$ cat src/rtl/proc_pkg.sv
// rtl/proc_pkg.sv - shared opcode, sequencer-state and halt-word definitions for the proc core
package proc_pkg;

  typedef enum logic [3:0] {
    OP_HALT = 4'h0,
    OP_ADD  = 4'h1,
    OP_SUB  = 4'h2,
    OP_AND  = 4'h3,
    OP_OR   = 4'h4,
    OP_XOR  = 4'h5,
    OP_LD   = 4'h6,
    OP_JMP  = 4'h8,
    OP_JZ   = 4'h9
  } instructions_t;

  typedef enum logic [2:0] {IDLE, RUN, STEP, PAUSE, HALTED} seq_state_t;

  localparam int PROC_IW = 12;
  localparam logic [PROC_IW-1:0] HALT_WORD = '0;

endpackage

$ cat src/rtl/seq_imem.sv
// rtl/seq_imem.sv - DEPTH x IW program store, synchronous write, registered read
// A write to the address being read is forwarded so a same-cycle load+start sees the new word.
module seq_imem #(
  parameter int DEPTH = 16,
  parameter int IW    = 12,
  localparam int AW   = $clog2(DEPTH)
) (
  input  logic          clk,
  input  logic          we,
  input  logic [AW-1:0] wr_addr,
  input  logic [IW-1:0] wr_data,
  input  logic [AW-1:0] rd_addr,
  output logic [IW-1:0] rd_data
);

  logic [IW-1:0] mem [DEPTH];

  always_ff @(posedge clk) begin
    if (we) mem[wr_addr] <= wr_data;
    rd_data <= (we && wr_addr == rd_addr) ? wr_data : mem[rd_addr];
  end

endmodule

$ cat src/rtl/prog_sequencer.sv
// rtl/prog_sequencer.sv - program controller feeding the proc core one word per SLOT_CYCLES slot
// Optional breakpoint support is enabled by defining SEQ_BREAKPOINT_EN.
module prog_sequencer
  import proc_pkg::*;
#(
  parameter int DEPTH       = 16,
  parameter int IW          = 12,
  parameter int SLOT_CYCLES = 5,
  localparam int AW         = $clog2(DEPTH),
  localparam int PW         = $clog2(SLOT_CYCLES)
) (
  input  logic          clk,
  input  logic          rst,
  input  logic          ld_valid,
  input  logic [AW-1:0] ld_addr,
  input  logic [IW-1:0] ld_data,
  output logic          ld_ready,
  input  logic          start,
  input  logic          step,
  input  logic          halt_req,
  input  logic          jmp_valid,
  input  logic [AW-1:0] jmp_target,
`ifdef SEQ_BREAKPOINT_EN
  input  logic          bp_valid,
  input  logic [AW-1:0] bp_addr,
  output logic          bp_hit,
`endif
  output logic [IW-1:0] instruction,
  output logic [AW-1:0] pc,
  output logic          core_rst,
  output logic          busy,
  output logic          done
);

  seq_state_t    state;
  logic [PW-1:0] phase;
  logic          halt_pend;
  logic [AW-1:0] pc_nxt;
  logic [IW-1:0] rd_data;
  logic          slot_end, halt_word, wrap_stop, bp_stop;

  assign slot_end    = (phase == PW'(SLOT_CYCLES - 1));
  assign halt_word   = (rd_data == IW'(HALT_WORD));
  assign wrap_stop   = (pc == AW'(DEPTH - 1)) && !jmp_valid;
  assign instruction = busy ? rd_data : '0;

  // The store is read at the next-cycle pc so the word is ready in the first cycle of a slot.
  seq_imem #(.DEPTH(DEPTH), .IW(IW)) u_imem (
    .clk     (clk),
    .we      (ld_valid && ld_ready),
    .wr_addr (ld_addr),
    .wr_data (ld_data),
    .rd_addr (pc_nxt),
    .rd_data (rd_data)
  );

  always_comb begin
    pc_nxt = pc;
    if (rst) begin
      pc_nxt = '0;
    end else begin
      case (state)
        IDLE: pc_nxt = '0;
        RUN, STEP: begin
          if (slot_end && !halt_word) begin
            if (jmp_valid) pc_nxt = jmp_target;
            else if (!wrap_stop) pc_nxt = pc + 1'b1;
          end
        end
        HALTED: if (start) pc_nxt = '0;
        default: pc_nxt = pc;
      endcase
    end
  end

`ifdef SEQ_BREAKPOINT_EN
  logic bp_skip;

  // bp_skip lets a resumed breakpoint word execute once before the address can trip again.
  assign bp_stop = (state == RUN) && slot_end && !halt_word && !wrap_stop &&
                   bp_valid && !bp_skip && (pc_nxt == bp_addr);

  always_ff @(posedge clk) begin
    if (rst) begin
      bp_hit  <= 1'b0;
      bp_skip <= 1'b0;
    end else if (bp_stop) begin
      bp_hit  <= 1'b1;
      bp_skip <= 1'b1;
    end else begin
      if (start || step) bp_hit <= 1'b0;
      if (pc != bp_addr) bp_skip <= 1'b0;
    end
  end
`else
  assign bp_stop = 1'b0;
`endif

  always_ff @(posedge clk) begin
    pc <= pc_nxt;
    if (rst) begin
      state     <= IDLE;
      phase     <= '0;
      halt_pend <= 1'b0;
      busy      <= 1'b0;
      done      <= 1'b0;
      ld_ready  <= 1'b1;
      core_rst  <= 1'b1;
    end else begin
      case (state)
        IDLE: begin
          if (start || step) begin
            state    <= start ? RUN : STEP;
            phase    <= '0;
            busy     <= 1'b1;
            ld_ready <= 1'b0;
            core_rst <= 1'b0;
          end
        end
        RUN, STEP: begin
          phase <= slot_end ? '0 : phase + 1'b1;
          if (!slot_end) begin
            halt_pend <= halt_pend | (halt_req && state == RUN);
          end else begin
            halt_pend <= 1'b0;
            if (halt_word || wrap_stop) begin
              state <= HALTED;
              busy  <= 1'b0;
              done  <= 1'b1;
            end else if (state == STEP || halt_pend || halt_req || bp_stop) begin
              state <= PAUSE;
              busy  <= 1'b0;
            end
          end
        end
        PAUSE: begin
          if (start || step) begin
            state <= start ? RUN : STEP;
            phase <= '0;
            busy  <= 1'b1;
          end
        end
        HALTED: begin
          if (start) begin
            state <= RUN;
            phase <= '0;
            busy  <= 1'b1;
            done  <= 1'b0;
          end
        end
        default: state <= IDLE;
      endcase
    end
  end

endmodule

$ cat config.mk
export PLATFORM = sky130hd
export DESIGN_NAME = prog_sequencer
export DESIGN_NICKNAME = d
export VERILOG_FILES = /design/src/rtl/proc_pkg.sv /design/src/rtl/seq_imem.sv /design/src/rtl/prog_sequencer.sv
export SDC_FILE = /design/constraint.sdc
export NUM_CORES = 1
export LEC_CHECK = 0
export ABC_AREA = 1
export CORE_MARGIN = 1.5
export CORE_UTILIZATION = 60
export CTS_BUF_LIST = sky130_fd_sc_hd__clkbuf_4 sky130_fd_sc_hd__clkbuf_8
export DETAILED_ROUTE_END_ITERATION = 12
export GPL_ROUTABILITY_DRIVEN = 0
export HOLD_SLACK_MARGIN = 0.02
export PLACE_DENSITY = 0.84
export RECOVER_POWER = 100
export SETUP_SLACK_MARGIN = 0.5
export SKIP_CTS_REPAIR_TIMING = 1
export SLEW_MARGIN = 10
export SYNTH_ARGS = -nofsm -noshare
export SYNTH_HDL_FRONTEND = slang
export SYNTH_SLANG_ARGS = --single-unit
$ cat constraint.sdc
create_clock -name clk -period 4.1 [get_ports clk]
set_input_delay 0.41 -clock clk [delete_from_list [all_inputs] [get_ports clk]]
set_output_delay 0.41 -clock clk [all_outputs]
set_load 0.02 [all_outputs]
==> results.cfg, run 1 <==
[route]
vias_per_cell = 5.49
route.detailed.drc = 0
vias = 6581
dr.pass1.iters = 5
ant_nets = 0
wirelength_mm = 20.3
post_drt_wl_per_cell_um = 16.9
drt_iter0_markers = 713

[finish]
area_growth_pct = 12.9
drive_above_1_share_pct = 6.61
layout.nets = 1018
final_util_pct = 70.2
fill_cells = 1082
finalNonFillerCells = 1198

[status]
status = complete, no violations

[sta]
drv_slew = 0
period_minus_slack_ps = 3560
skew_ps = 21.9
rsz0062_at_grt = true
timing.fmax_mhz = 281
fin_crit_sh_pct = 86.8
slew_headroom_pct = 32.3
tightest_slew_ps = 1020
finalWorstSetupSlack_ps = 541
setup_violations = 0
fin_tns_setup_ps = 0
finalHoldViolCount = 0

[floorplanning]
core_um2 = 14700
die_h_um = 126
rows = 44
initial_utilization_pct = 62.2
dieArea_um2 = 16000
ios = 47
die_w_um = 126

[clocking]
tritoncts = done
root_buffer = clkbuf_8
cts_buffers = 31
cts_buffer_depth = 3
clk_pin_slew_worst_paths_ps = 60
cts_max_level = 1
clkLatencyLatePin_ps = 590
clkSinkCount = 206

[power]
vdd_ir_drop_max_v = 0.000385
finalPower_w = 0.00621
p_leak_nw = 4.31
power_density_nw_per_um2 = 602

[global_route]
antenna_found_initial = 1
grt_pass1_vias = 6398
grt_max_degree = 99
grt_usage_pct = 25.9
overflow = 0
grt_first_pass_wirelength_mm = 31.9

[logic_synthesis]
syn_nets = 957
synth.area.top_cells = edfxtp_1, nand2_1, inv_1
synthArstFlopShare_pct = 0
synthDistinctLibCells = 31
synth_cells = 927
synth.most_common_cell = nand2_1
synth-seq-cells = 206
yosysWarnings = 0
synth-edff-count = 192
avgSynthCellArea_um2 = 9.86
yosysSeqAreaShare_pct = 66.2
ys.flop_type = edfxtp_1
yosys.area.top_type = edfxtp_1
yosysTopAreaCellShare_pct = 63.1
netlist_top_cells_count = nand2_1, edfxtp_1, inv_1, nand3_1, nor2_1
syn_area_um2 = 9140

[critical_path]
crit_path_max_fanout = 25
cp-start-kind = register
path_class = reg -> out
cp-end-kind = output port
critical_path_arrival_ps = 3150
required_ps = 3690

[place]
dp_hpwl_mm = 12.3
place_inst = 1139
pre_cts_ws_ps = 1060
port_buffers = 46

[worst_hold_path]
hold_class = reg -> reg

[run]
max-cap-violations = 0
[cells in the final DEF, fill, tap and decap left out, types with 2 or more instances in the layout]
| cell | Yosys | layout |
|---|---|---|
| dfxtp_1 | 14 | 12 |
| edfxtp_1 | 192 | 192 |
| o22ai_1 | 3 | 3 |
| buf_4 | 3 | 4 |
| a211oi_1 | 3 | 3 |
| inv_8 | 0 | 2 |
| clkbuf_4 | 0 | 11 |
| clkbuf_8 | 0 | 31 |
| o21ai_0 | 21 | 24 |
| nand3_1 | 85 | 85 |
| inv_1 | 128 | 127 |
| dlygate4sd3_1 | 0 | 29 |
| clkdlybuf4s50_1 | 0 | 17 |
| nor3_1 | 5 | 5 |
| nor2_1 | 73 | 73 |
| clkbuf_1 | 8 | 16 |
| nand3b_1 | 2 | 2 |
| clkinv_2 | 0 | 10 |
| clkinv_1 | 0 | 4 |
| o21ai_1 | 13 | 10 |
| nand2_1 | 306 | 307 |
| a21oi_1 | 27 | 27 |
| ha_1 | 3 | 3 |
[sequential cells by signal, summed over array words and instances, names as in the netlist]
signal	flops
phase	3
halt_pend	1
u_imem.mem	192
core_rst	1
done	1
busy	1
pc	4
state	3
[per-layer routing]
metal | wire, um | GRT usage [%]
met5 | 0 | 0
met4 | 776 | 12.3
met3 | 1790 | 4.34
met2 | 9790 | 42.6
met1 | 7920 | 34.2
[layout make-up]
class                      count  area, um^2  share of cell area [%]
sequential                   206        6050                    58.6
multi-input combinational    552        2350                    22.8
timing repair buffer          68         571                    5.53
clock buffer                  42         509                    4.94
inverter                     129         495                    4.80
tap                          184         230                    2.23
clock inverter                16         106                    1.03
antenna                        1        2.50                  0.0243
[worst paths after layout]
path	from	to	slack, ps	cells after the start
max	pc[1]$_SDFFE_PP0P_	instruction[2]	540	10
min	done$_SDFFE_PP0P_	done$_SDFFE_PP0P_	460	2
min reg2reg	done$_SDFFE_PP0P_	done$_SDFFE_PP0P_	460	2
max reg2reg	pc[1]$_SDFFE_PP0P_	pc[1]$_SDFFE_PP0P_	1140	15
[where the power goes]
group	switching [W]	internal [W]
clock network	0.000778	0.000877
registers	0.000104	0.00237
logic	0.00143	0.000657
total	0.00231	0.00390
[per-stage QoR]
stage,instance area (um^2),hold WS [ps]
detailed placement,9760,462
CTS,10400,471
global route,10300,486
floorplan,9140,458
global placement,9760,436
finish,10300,462
[logic make-up after synthesis]
group                      count (synthesis)  share of synthesized area (%)
and+or+nand+nor                          475                           21.1
xor gates and xnor gates                   2                          0.192
AOI/OAI and AO/OA                         72                           4.24
buffers and inverters                    169                           7.93
adders and majority gates                  3                          0.411
DFF                                      206                           66.2
[critical path: stages (launching register included)]
cell	delay, ps
dfxtp_2	350
clkinvlp_4	440
clkbuf_2	490
nor2_1	210
o21ai_1	80
nand3_1	100
nand2_1	50
nor2_1	110
nor2_2	50
nor2_1	90
clkdlybuf4s50_1	610
No activity file was read; power rests on OpenSTA's default activity.
==> inputs of run 2 (changes only) <==
Settings changed: CORE_UTILIZATION 60 to 67, PLACE_DENSITY 0.84 to 0.92.
==> results.cfg, run 2 (same netlist as run 1, synthesis figures left out) <==
[status]
status = complete, no violations

[floorplanning]
core_um2 = 13300
die_w_um = 120
dieArea_um2 = 14300
initial_utilization_pct = 68.7
die_h_um = 120
rows = 42
ios = 47

[global_route]
grt_usage_pct = 30.8
grt_pass1_vias = 6800
grt_max_degree = 99
antenna_found_initial = 1
overflow = 0
grt_first_pass_wirelength_mm = 33.3

[sta]
fin_crit_sh_pct = 83.8
finalWorstSetupSlack_ps = 663
fin_tns_setup_ps = 0
period_minus_slack_ps = 3440
slew_headroom_pct = 32.0
skew_ps = 20.8
rsz0062_at_grt = false
finalHoldViolCount = 0
setup_violations = 0
tightest_slew_ps = 1020
timing.fmax_mhz = 291
drv_slew = 0

[critical_path]
crit_path_max_fanout = 80
critical_path_arrival_ps = 3030
path_class = reg -> out
cp_slowest_stage_delay_ps = 710
r2r-start = pc[0]$_SDFFE_PP0P_
reg2reg_slack_ps = 1220
cp-end-kind = output port
crit_chain = buf_8 -> nor2_1 -> nor2_1 -> o21ai_0 -> nand3_1 -> nand3_1 -> a21oi_1 -> dlygate4sd3_1
r2r_end = pc[0]$_SDFFE_PP0P_
required_ps = 3690
cp-start-kind = register
rr_worst_depth = 17
cp_slowest_cell = dlygate4sd3_1

[finish]
top_regs = u_imem.mem (192), pc (4)
layout_commonest_cell = nand2_1
drive_above_1_share_pct = 6.11
top_register = u_imem.mem
largest_reg_flops = 192
area_growth_pct = 13.2
fill_cells = 751
final_cell_mix = nand2_1, edfxtp_1, inv_1
final_util_pct = 77.8
layout.nets = 1021

[clocking]
clk_pin_slew_worst_paths_ps = 70
clkSinkCount = 206
root_buffer = clkbuf_8
cts_buffer_depth = 3
cts_max_level = 2
tritoncts = done
clkLatencyLatePin_ps = 520
cts_buffers = 34

[worst_hold_path]
hold_class = reg -> reg
min_to = done$_SDFFE_PP0P_
hold_start = done$_SDFFE_PP0P_
hold_depth = 2

[power]
p_leak_nw = 4.32
finalPower_w = 0.00635
power_density_nw_per_um2 = 614
vdd_ir_drop_max_v = 0.000326

[place]
port_buffers = 46
dp_hpwl_mm = 12.3
pre_cts_ws_ps = 1020

[route]
vias_per_cell = 5.86
route.detailed.drc = 0
drt_iter0_markers = 830
wirelength_mm = 21.7
ant_nets = 0
dr.pass1.iters = 7
vias = 6983
post_drt_wl_per_cell_um = 18.2

[run]
max-cap-violations = 0
## run 2: layer usage
metal  part of all wire [%]  GRT usage [%]  up-vias
met2                     49           51.0      557
met5                      0              0        -
li1                       -              -     3148
met4                    4.3           17.3        0
met1                     35           38.6     3180
met3                     12           5.51       98
## run 2: worst max-delay path by stage
stage                       to  cells after the start  slack [ps]          startpoint
3_3_place_gp    instruction[2]                     10        1100  pc[0]$_SDFFE_PP0P_
6_report        instruction[0]                      8         660  pc[0]$_SDFFE_PP0P_
4_1_cts         instruction[2]                     10         470  pc[0]$_SDFFE_PP0P_
5_1_grt         instruction[2]                     10         470  pc[0]$_SDFFE_PP0P_
2_1_floorplan  instruction[11]                      8        2040  pc[1]$_SDFFE_PP0P_
3_5_place_dp    instruction[2]                     10        1020  pc[0]$_SDFFE_PP0P_
## run 2: critical path: cells and delay by family, from the launching register on
kind	cells	cell delay, ps
AO/OA/AOI/OAI	2	340
buffers and inverters	2	1160
flip-flops	1	510
AND/OR/NAND/NOR	4	450
## run 2: through the flow
stage	area, um^2	hold WS, ps	std cells
after global routing	10300	487	1192
after CTS	10400	461	1191
final	10300	460	1192
after floorplan	9140	458	927
after detailed placement	9750	452	1131
after global placement	9750	441	1131
## run 2: layout make-up
class | instances | area [um^2] | share of cell area (%)
Clock buffer | 45 | 557 | 5.38
Inverter | 129 | 489 | 4.73
Tap cell | 176 | 220 | 2.13
Multi-Input combinational cell | 552 | 2350 | 22.8
Antenna cell | 1 | 2.50 | 0.0242
Clock inverter | 15 | 95.1 | 0.920
Timing Repair Buffer | 68 | 573 | 5.54
Sequential cell | 206 | 6050 | 58.5
## run 2: power by group
part / switching [W] / internal [W] / leakage (nW)
Combinational: 0.00151 / 0.000659 / 2.13
Sequential: 0.0000679 / 0.00237 / 1.85
Clock: 0.000792 / 0.000951 / 0.344
Total: 0.00237 / 0.00398 / 4.32
